`config.mk`:
```
export PLATFORM = sky130hd
export DESIGN_NAME = mem_access_unit
export DESIGN_NICKNAME = d
export VERILOG_FILES = /design/src/rtl/mem_access_unit.sv
export SDC_FILE = /design/constraint.sdc
export NUM_CORES = 1
export LEC_CHECK = 0
export BUFFER_PORTS_ARGS = -buffer_cell sky130_fd_sc_hd__buf_4
export CAP_MARGIN = 0
export CELL_PAD_IN_SITES_DETAIL_PLACEMENT = 1
export CELL_PAD_IN_SITES_GLOBAL_PLACEMENT = 2
export CORE_ASPECT_RATIO = 0.6
export CORE_MARGIN = 5
export CORE_UTILIZATION = 29
export DETAILED_ROUTE_END_ITERATION = 7
export HOLD_SLACK_MARGIN = 0.15
export PLACE_DENSITY_LB_ADDON = 0.1
export SYNTH_ARGS = -nofsm -noshare
export SYNTH_HDL_FRONTEND = slang
export SYNTH_SLANG_ARGS = --single-unit
```
`constraint.sdc`:
```
create_clock -name CLK -period 5.6 [get_ports CLK]
set_clock_uncertainty 0.05 [all_clocks]
set_input_delay 0.56 -clock CLK [delete_from_list [all_inputs] [get_ports CLK]]
set_output_delay 0.56 -clock CLK [all_outputs]
set_load 0.005 [all_outputs]
```
`src/rtl/mem_access_unit.sv`:
```
`default_nettype none
// ============================================================================
// mem_access_unit
// MEM-stage load/store unit: word handshake to data memory, load align/extend,
// store lane replication and pipeline stall generation.
// Revision: 1.0
// ============================================================================
module mem_access_unit #(
   parameter int unsigned TIMEOUT_CYCLES = 255
) (
   input  logic        CLK,
   input  logic        RESET,
   input  logic [31:0] ADDRESS,
   input  logic [31:0] WRITE_DATA,
   input  logic        MEM_READ,
   input  logic        MEM_WRITE,
   input  logic [2:0]  FUNC3,
   output logic [31:0] READ_DATA,
   output logic        BUSYWAIT,
   output logic        MISALIGNED,
   output logic        ACCESS_FAULT,
   output logic [29:0] DMEM_ADDR,
   output logic        DMEM_READ,
   output logic        DMEM_WRITE,
   output logic [3:0]  DMEM_BYTE_EN,
   output logic [31:0] DMEM_WDATA,
   input  logic [31:0] DMEM_RDATA,
   input  logic        DMEM_BUSYWAIT
);

   localparam logic [15:0] c_timeout = 16'(TIMEOUT_CYCLES);

   typedef enum logic [1:0] {
      IDLE   = 2'd0,
      ACCESS = 2'd1,
      DONE   = 2'd2
   } state_t;

   state_t      r_state;
   logic [15:0] r_count;
   logic [1:0]  r_off;
   logic [2:0]  r_func3;
   logic        r_is_load;

   logic        w_req_raw;
   logic        w_req;
   logic        w_is_byte;
   logic        w_is_half;
   logic        w_is_word;
   logic [15:0] w_count_inc;
   logic [3:0]  w_byte_en;
   logic [31:0] w_wdata;
   logic [7:0]  w_byte;
   logic [15:0] w_half;
   logic [31:0] w_load_data;

   // Reserved encodings 011/110/111 fall into the word case via FUNC3[1].
   assign w_is_byte   = (FUNC3[1:0] == 2'b00);
   assign w_is_half   = (FUNC3[1:0] == 2'b01);
   assign w_is_word   = FUNC3[1];

   assign w_req_raw   = MEM_READ | MEM_WRITE;
   assign MISALIGNED  = w_req_raw & ((w_is_half & ADDRESS[0]) |
                                     (w_is_word & (ADDRESS[1:0] != 2'b00)));
   assign w_req       = w_req_raw & ~MISALIGNED;
   assign BUSYWAIT    = w_req & (r_state != DONE) & ~RESET;
   assign w_count_inc = r_count + 16'd1;

   always_comb begin
      w_byte_en = 4'b1111;
      w_wdata   = WRITE_DATA;
      if (MEM_WRITE) begin
         if (w_is_byte) begin
            w_byte_en = 4'b0001 << ADDRESS[1:0];
            w_wdata   = {4{WRITE_DATA[7:0]}};
         end else if (w_is_half) begin
            w_byte_en = ADDRESS[1] ? 4'b1100 : 4'b0011;
            w_wdata   = {2{WRITE_DATA[15:0]}};
         end
      end
   end

   always_comb begin
      case (r_off)
         2'd0:    w_byte = DMEM_RDATA[7:0];
         2'd1:    w_byte = DMEM_RDATA[15:8];
         2'd2:    w_byte = DMEM_RDATA[23:16];
         default: w_byte = DMEM_RDATA[31:24];
      endcase
      w_half = r_off[1] ? DMEM_RDATA[31:16] : DMEM_RDATA[15:0];
      // FUNC3[2] marks the unsigned variants.
      case (r_func3[1:0])
         2'b00:   w_load_data = {{24{w_byte[7] & ~r_func3[2]}}, w_byte};
         2'b01:   w_load_data = {{16{w_half[15] & ~r_func3[2]}}, w_half};
         default: w_load_data = DMEM_RDATA;
      endcase
   end

   always_ff @(posedge CLK) begin
      if (RESET) begin
         r_state      <= IDLE;
         r_count      <= 16'd0;
         r_off        <= 2'd0;
         r_func3      <= 3'd0;
         r_is_load    <= 1'b0;
         READ_DATA    <= 32'd0;
         ACCESS_FAULT <= 1'b0;
         DMEM_ADDR    <= 30'd0;
         DMEM_READ    <= 1'b0;
         DMEM_WRITE   <= 1'b0;
         DMEM_BYTE_EN <= 4'd0;
         DMEM_WDATA   <= 32'd0;
      end else begin
         ACCESS_FAULT <= 1'b0;
         case (r_state)
            IDLE: begin
               if (w_req) begin
                  DMEM_ADDR    <= ADDRESS[31:2];
                  r_off        <= ADDRESS[1:0];
                  r_func3      <= FUNC3;
                  r_is_load    <= ~MEM_WRITE;
                  DMEM_READ    <= ~MEM_WRITE;
                  DMEM_WRITE   <= MEM_WRITE;
                  DMEM_BYTE_EN <= w_byte_en;
                  DMEM_WDATA   <= w_wdata;
                  r_count      <= 16'd0;
                  r_state      <= ACCESS;
               end
            end
            ACCESS: begin
               r_count <= w_count_inc;
               if (!DMEM_BUSYWAIT) begin
                  if (r_is_load) READ_DATA <= w_load_data;
                  DMEM_READ  <= 1'b0;
                  DMEM_WRITE <= 1'b0;
                  r_state    <= DONE;
               end else if (w_count_inc == c_timeout) begin
                  if (r_is_load) READ_DATA <= 32'd0;
                  DMEM_READ    <= 1'b0;
                  DMEM_WRITE   <= 1'b0;
                  ACCESS_FAULT <= 1'b1;
                  r_state      <= DONE;
               end
            end
            DONE:    r_state <= IDLE;
            default: r_state <= IDLE;
         endcase
      end
   end

endmodule
`default_nettype wire

```
# Yosys cells after proc, flatten, opt, wreduce, memory -nomap -nowiden

Index checks and enable logic that the tools add are counted.
Widths: inputs -> output; s select.

Bits in registers: 125
Input bits: 104
Output and inout bits: 103
Logic and storage cells: 81

$add $sub $neg: 1
Eq/ne operators: 11
Shift-type cells: 1
Muxes and demuxes: 27
Bitwise logic cells: 16
Reduce and logical (&&, ||, !) cells: 13

Operator list:

| cell                  | number |
|---|---|
| $mux 32               | 7 |
| $pmux 32 s2           | 1 |
| $mux 16               | 2 |
| $pmux 16 s2           | 1 |
| $pmux 8 s3            | 1 |
| $add 16x1->16 const B | 1 |
| $eq 16x8->1 const B   | 1 |
| $mux 4                | 4 |
| $and 1x1->1           | 8 |
| $eq 2x1->1 const B    | 4 |
| $logic_not 2->1       | 4 |
| $mux 2                | 3 |
| $ne 2x2->1 const B    | 3 |
| $not 1->1             | 6 |
| $reduce_and 2->1      | 3 |
| $reduce_bool 2->1     | 3 |
| $mux 1                | 5 |
| $pmux 1 s2            | 2 |
| $pmux 2 s2            | 1 |
| $reduce_and 4->1      | 1 |
| $shl 1x2->4 const A   | 1 |
| $ne 3x3->1 const B    | 1 |
| $reduce_and 3->1      | 1 |
| $reduce_or 3->1       | 1 |
| 3 further kinds       | 4 |

# Logic depth before layout (Yosys ltp)

Depth after elaboration: 8
Gate-level depth with buffers: 10
Gate-level depth less buffers: 8

# Least setup slack after synthesis

No wires, ideal clock.

Kind: reg2reg
Start point: reg r_count[1]
End point: reg READ_DATA[10]
Arrival time: 2408 ps
Data required time: 5436 ps
Slack: 3028 ps
Cell stages (with the launch flop): 10
Buffers on the path: 2
Clock period less this slack: 2572 ps
Cells stage by stage: dfxtp_1 -> ha_1 -> and3_1 -> clkbuf_1 -> a32oi_1 -> o32a_1 -> or4_4 -> o211a_4 -> buf_6 -> a21o_1

Word-level cells in the longest chain between the ends: 4
Elaborated cells on any way between the ends: 5

Ends and longest elaborated chain:

| element                                                   | RTL line | text |
|---|---|---|
| start: declaration                                        | 40       | `logic [15:0] r_count;` |
| start signal: assignment                                  | 131      | `r_count <= w_count_inc;` |
| $add 16x1->16 *                                           | 67       | `assign w_count_inc = r_count + 16'd1;` |
| $eq 16x8->1 *                                             | 137      | `end else if (w_count_inc == c_timeout) begin` |
| $ne 2x2->1 (no line) / $ne 2x1->1 (equally long branches) | n/a      |  |
| $reduce_and 4->1 (no line) *                              | n/a      |  |
| end signal: assignment                                    | 133      | `if (r_is_load) READ_DATA <= w_load_data;` |
| end: declaration                                          | 18       | `output logic [31:0] READ_DATA,` |

Mark *: on every way between the ends. The rest lies on a longest branch, timed or not.
A chain may end at the register's enable or synchronous reset.

# Worst setup path after layout

Start point: reg r_count[0]
End point: reg READ_DATA[15]

The elaborated chain is that of the path after synthesis.

==> flow_summary_export.csv <==
group,metric,value,unit
cts,cts_tree,"built",
placement,pre_cts_slack,2280,ps
cts,clk_path_buf_depth,2,
setup_path,required,5860,ps
routing,num_vias,5996,
die,start_util,0.297,
timing,hold_violations,0,
die,die_w,191,um
timing,slew_headroom,0.244,
timing,period_share,0.537,
timing,grt_setup_unrepaired,"no",
cts,htreeDepth,4,
setup_path,endpoint_kind,"flip-flop",
cts,cts_resized,0,
placement,gp_congestion,0.815,
cts,post_cts_buffers,0,
final_layout,design_area,8050,um^2
final_layout,areaGrowthSynthToFinish,41.8,%
routing,wire_per_inst,19.5,um
pwr,p_leak,0.00339,uW
setup_path,cp.buffers_inverters,0,
pwr,cellPowerDensity,324,nW/um^2
routing,drtIter0Drc,317,
cts,root_buffer,"clkbuf_16",
timing,fmax,332,MHz
grt,grt_max_degree,71,
routing,antenna_left,0,
setup_path,slowest_delay,540,ps
setup_path,startpoint_type,"flip-flop",
grt,grt_antenna_before_repair,0,
grt,grt_usage,0.198,
timing,drv_slew,0,
grt,grt_overflow,0,
cts,holdBufCountCts,0,
grt,use_met2,0.292,
setup_path,cp.depth,7,
routing,route.detailed.drc,0,
final_layout,n_antenna_cell,0,
synth,synth.distinct_cells,55,
grt,grt_pass1_wl,35600,um
setup_path,critPathTopFamily,"compound AO/OA/AOI/OAI gates",
routing,drt_wl_total,22900,um
cts,clkTransAtPathRegs,60,ps
setup_path,path_max_fanout,32,
worst_hold_path,hp-class,"primary input to flip-flop",
synth,synth_cells,715,
timing,whs,340,ps
die,die-area,22600,um^2
run,drv_cap,0,
grt,grtUsageMet1,0.271,
synth,yosysTopAreaCellShare,0.441,
cts,cts_buffers,17,
timing,setup_ws,2590,ps
synth,syn-num-nets,821,
cts,clk_latency,420,ps
synth,synth_area_leaders,"dfxtp_1 (44%), nand2_1 (9.5%), a21oi_1 (6.3%)",
final_layout,nNetsFinal,997,
synth,syn_area,5680,um^2
placement,io_buffers,206,
synth,synth_seq_cells,125,
routing,routed_via_density,5.12,
synth,synth-edff-count,0,
synth,avgSynthCellArea,7.94,um^2
synth,ys_seq_area_frac,0.441,
grt,grt-busiest-layer,"met2",
grt,grt_pass1_vias,6370,
grt,grt_use_met3,0.0813,
placement,postPlaceCellArea,7390,um^2
setup_path,critical_path_class,"flip-flop to flip-flop",
routing,first_pass_iters,4,
timing,tns,0,ps
worst_hold_path,min_path_cells,3,
final_layout,multi_input_area,2900,um^2
synth,ys.flop_type,"dfxtp_1",
pwr,total_power,2610,uW
run_status,status,"completed",
synth,ys.warnings.count,0,
setup_path,critPathArrivalTime,3270,ps
final_layout,ff_latch_area,2500,um^2
timing,worstMarginPinSlew,1130,ps
final_layout,drive_gt1_frac,0.287,
die,die_h,118,um
cts,cts_sinks,125,
final_layout,fillers,2302,
die,core,19100,um^2
synth,yosysTopAreaCell,"dfxtp_1",
timing,period_minus_slack,3010,ps
die,rows,39,
timing,finalSetupViolCount,0,
setup_path,reg2reg_depth,7,
synth,synthArstFlopShare,0,
placement,hpwl,16700,um
setup_path,cp_cell_sequence,"ha_1 -> and3_1 -> a32oi_1 -> o32a_1 -> or4_4 -> o211a_4 -> a22o_1",
setup_path,slowest_stage,"or4_4",
pwr,peakVddDrop,0.000211,V
die,io_pins,207,
[area by class of cell]
class                           count  share of cell area
Timing Repair Buffer              214               0.200
Tap cell                          266              0.0414
Clock inverter                     12              0.0236
Sequential cell                   125               0.311
Inverter                           13             0.00606
Multi-Input combinational cell    520               0.360
Clock buffer                       20              0.0580
[registers in the layout, summed over array words and instances, names as in the netlist]
| name | count |
|---|---|
| r_func3 | 3 |
| DMEM_BYTE_EN | 4 |
| ACCESS_FAULT | 1 |
| DMEM_READ | 1 |
| DMEM_WDATA | 32 |
| r_count | 16 |
| r_is_load | 1 |
| READ_DATA | 32 |
| DMEM_WRITE | 1 |
| DMEM_ADDR | 30 |
| r_off | 2 |
| r_state | 2 |
[worst paths after layout]
| check | startpoint | endpoint | slack, ps |
|---|---|---|---|
| hold / removal | ADDRESS[28] | DMEM_ADDR[26]$_SDFFE_PP0P_ | 340 |
| setup reg to reg | r_count[0]$_SDFFE_PP0P_ | READ_DATA[15]$_SDFFE_PP0P_ | 2590 |
| setup / recovery | r_count[0]$_SDFFE_PP0P_ | READ_DATA[15]$_SDFFE_PP0P_ | 2590 |
| hold reg to reg | READ_DATA[9]$_SDFFE_PP0P_ | READ_DATA[9]$_SDFFE_PP0P_ | 400 |
[stage by stage]
step	util	instances
6_report	0.421	1170
3_5_place_dp	0.386	1138
5_1_grt	0.421	1170
3_3_place_gp	0.386	1138
2_1_floorplan	-	715
4_1_cts	0.421	1170
[cell families after synthesis]
group,after synthesis,synth area share
AOI/OAI and AO/OA,208,0.242
adders and majority gates,2,0.00441
buffers and inverters,70,0.0527
and+or+nand+nor,297,0.235
muxes,11,0.0218
xor gates and xnor gates,2,0.00309
DFF,125,0.441
[layout by cell type (no fill, tap or decap), drive strengths merged, types with 5 or more instances in the layout]
master,count
a211oi,11
a21o,8
a21oi,72
a221oi,10
a311oi,20
a31oi,12
buf,214
bufinv,5
clkbuf,20
clkinv,5
dfxtp,125
inv,13
mux2i,9
nand2,144
nor2,74
nor2b,22
nor3,20
o21ai,30
o22ai,9
o2bb2ai,24
[cells in the mapped netlist (8+ instances only)]
library cell and instances:
o21ai_0 29, a21o_1 8, a21oi_1 72, mux2i_1 9, o2bb2ai_1 24, a211oi_1 10, inv_1 13, nor2b_1 22
a221oi_1 10, nor2_1 74, clkbuf_1 48, nand2_1 144, dfxtp_1 125, a31oi_1 12, a311oi_1 20, nor3_1 20
o22ai_1 9
[routing by layer]
metal / part of all wire / routed length [um]
met2: 0.42 / 9640
met1: 0.47 / 10800
met4: 0.011 / 255
met3: 0.094 / 2160
met5: 0 / 0
[worst reg2reg max path: stages (launching register included)]
cell	delay (ps)
dfxtp_1	530
ha_1	360
and3_1	360
a32oi_1	140
o32a_1	210
or4_4	540
o211a_4	410
a22o_1	300
[report_power, final]
part           internal (uW)  leakage [uW]  total, uW  switching (uW)
clock                    821      0.000322       1250             426
sequential               940       0.00102        973            33.6
combinational            169       0.00205        384             215
Power figures use the tool's default switching activity.
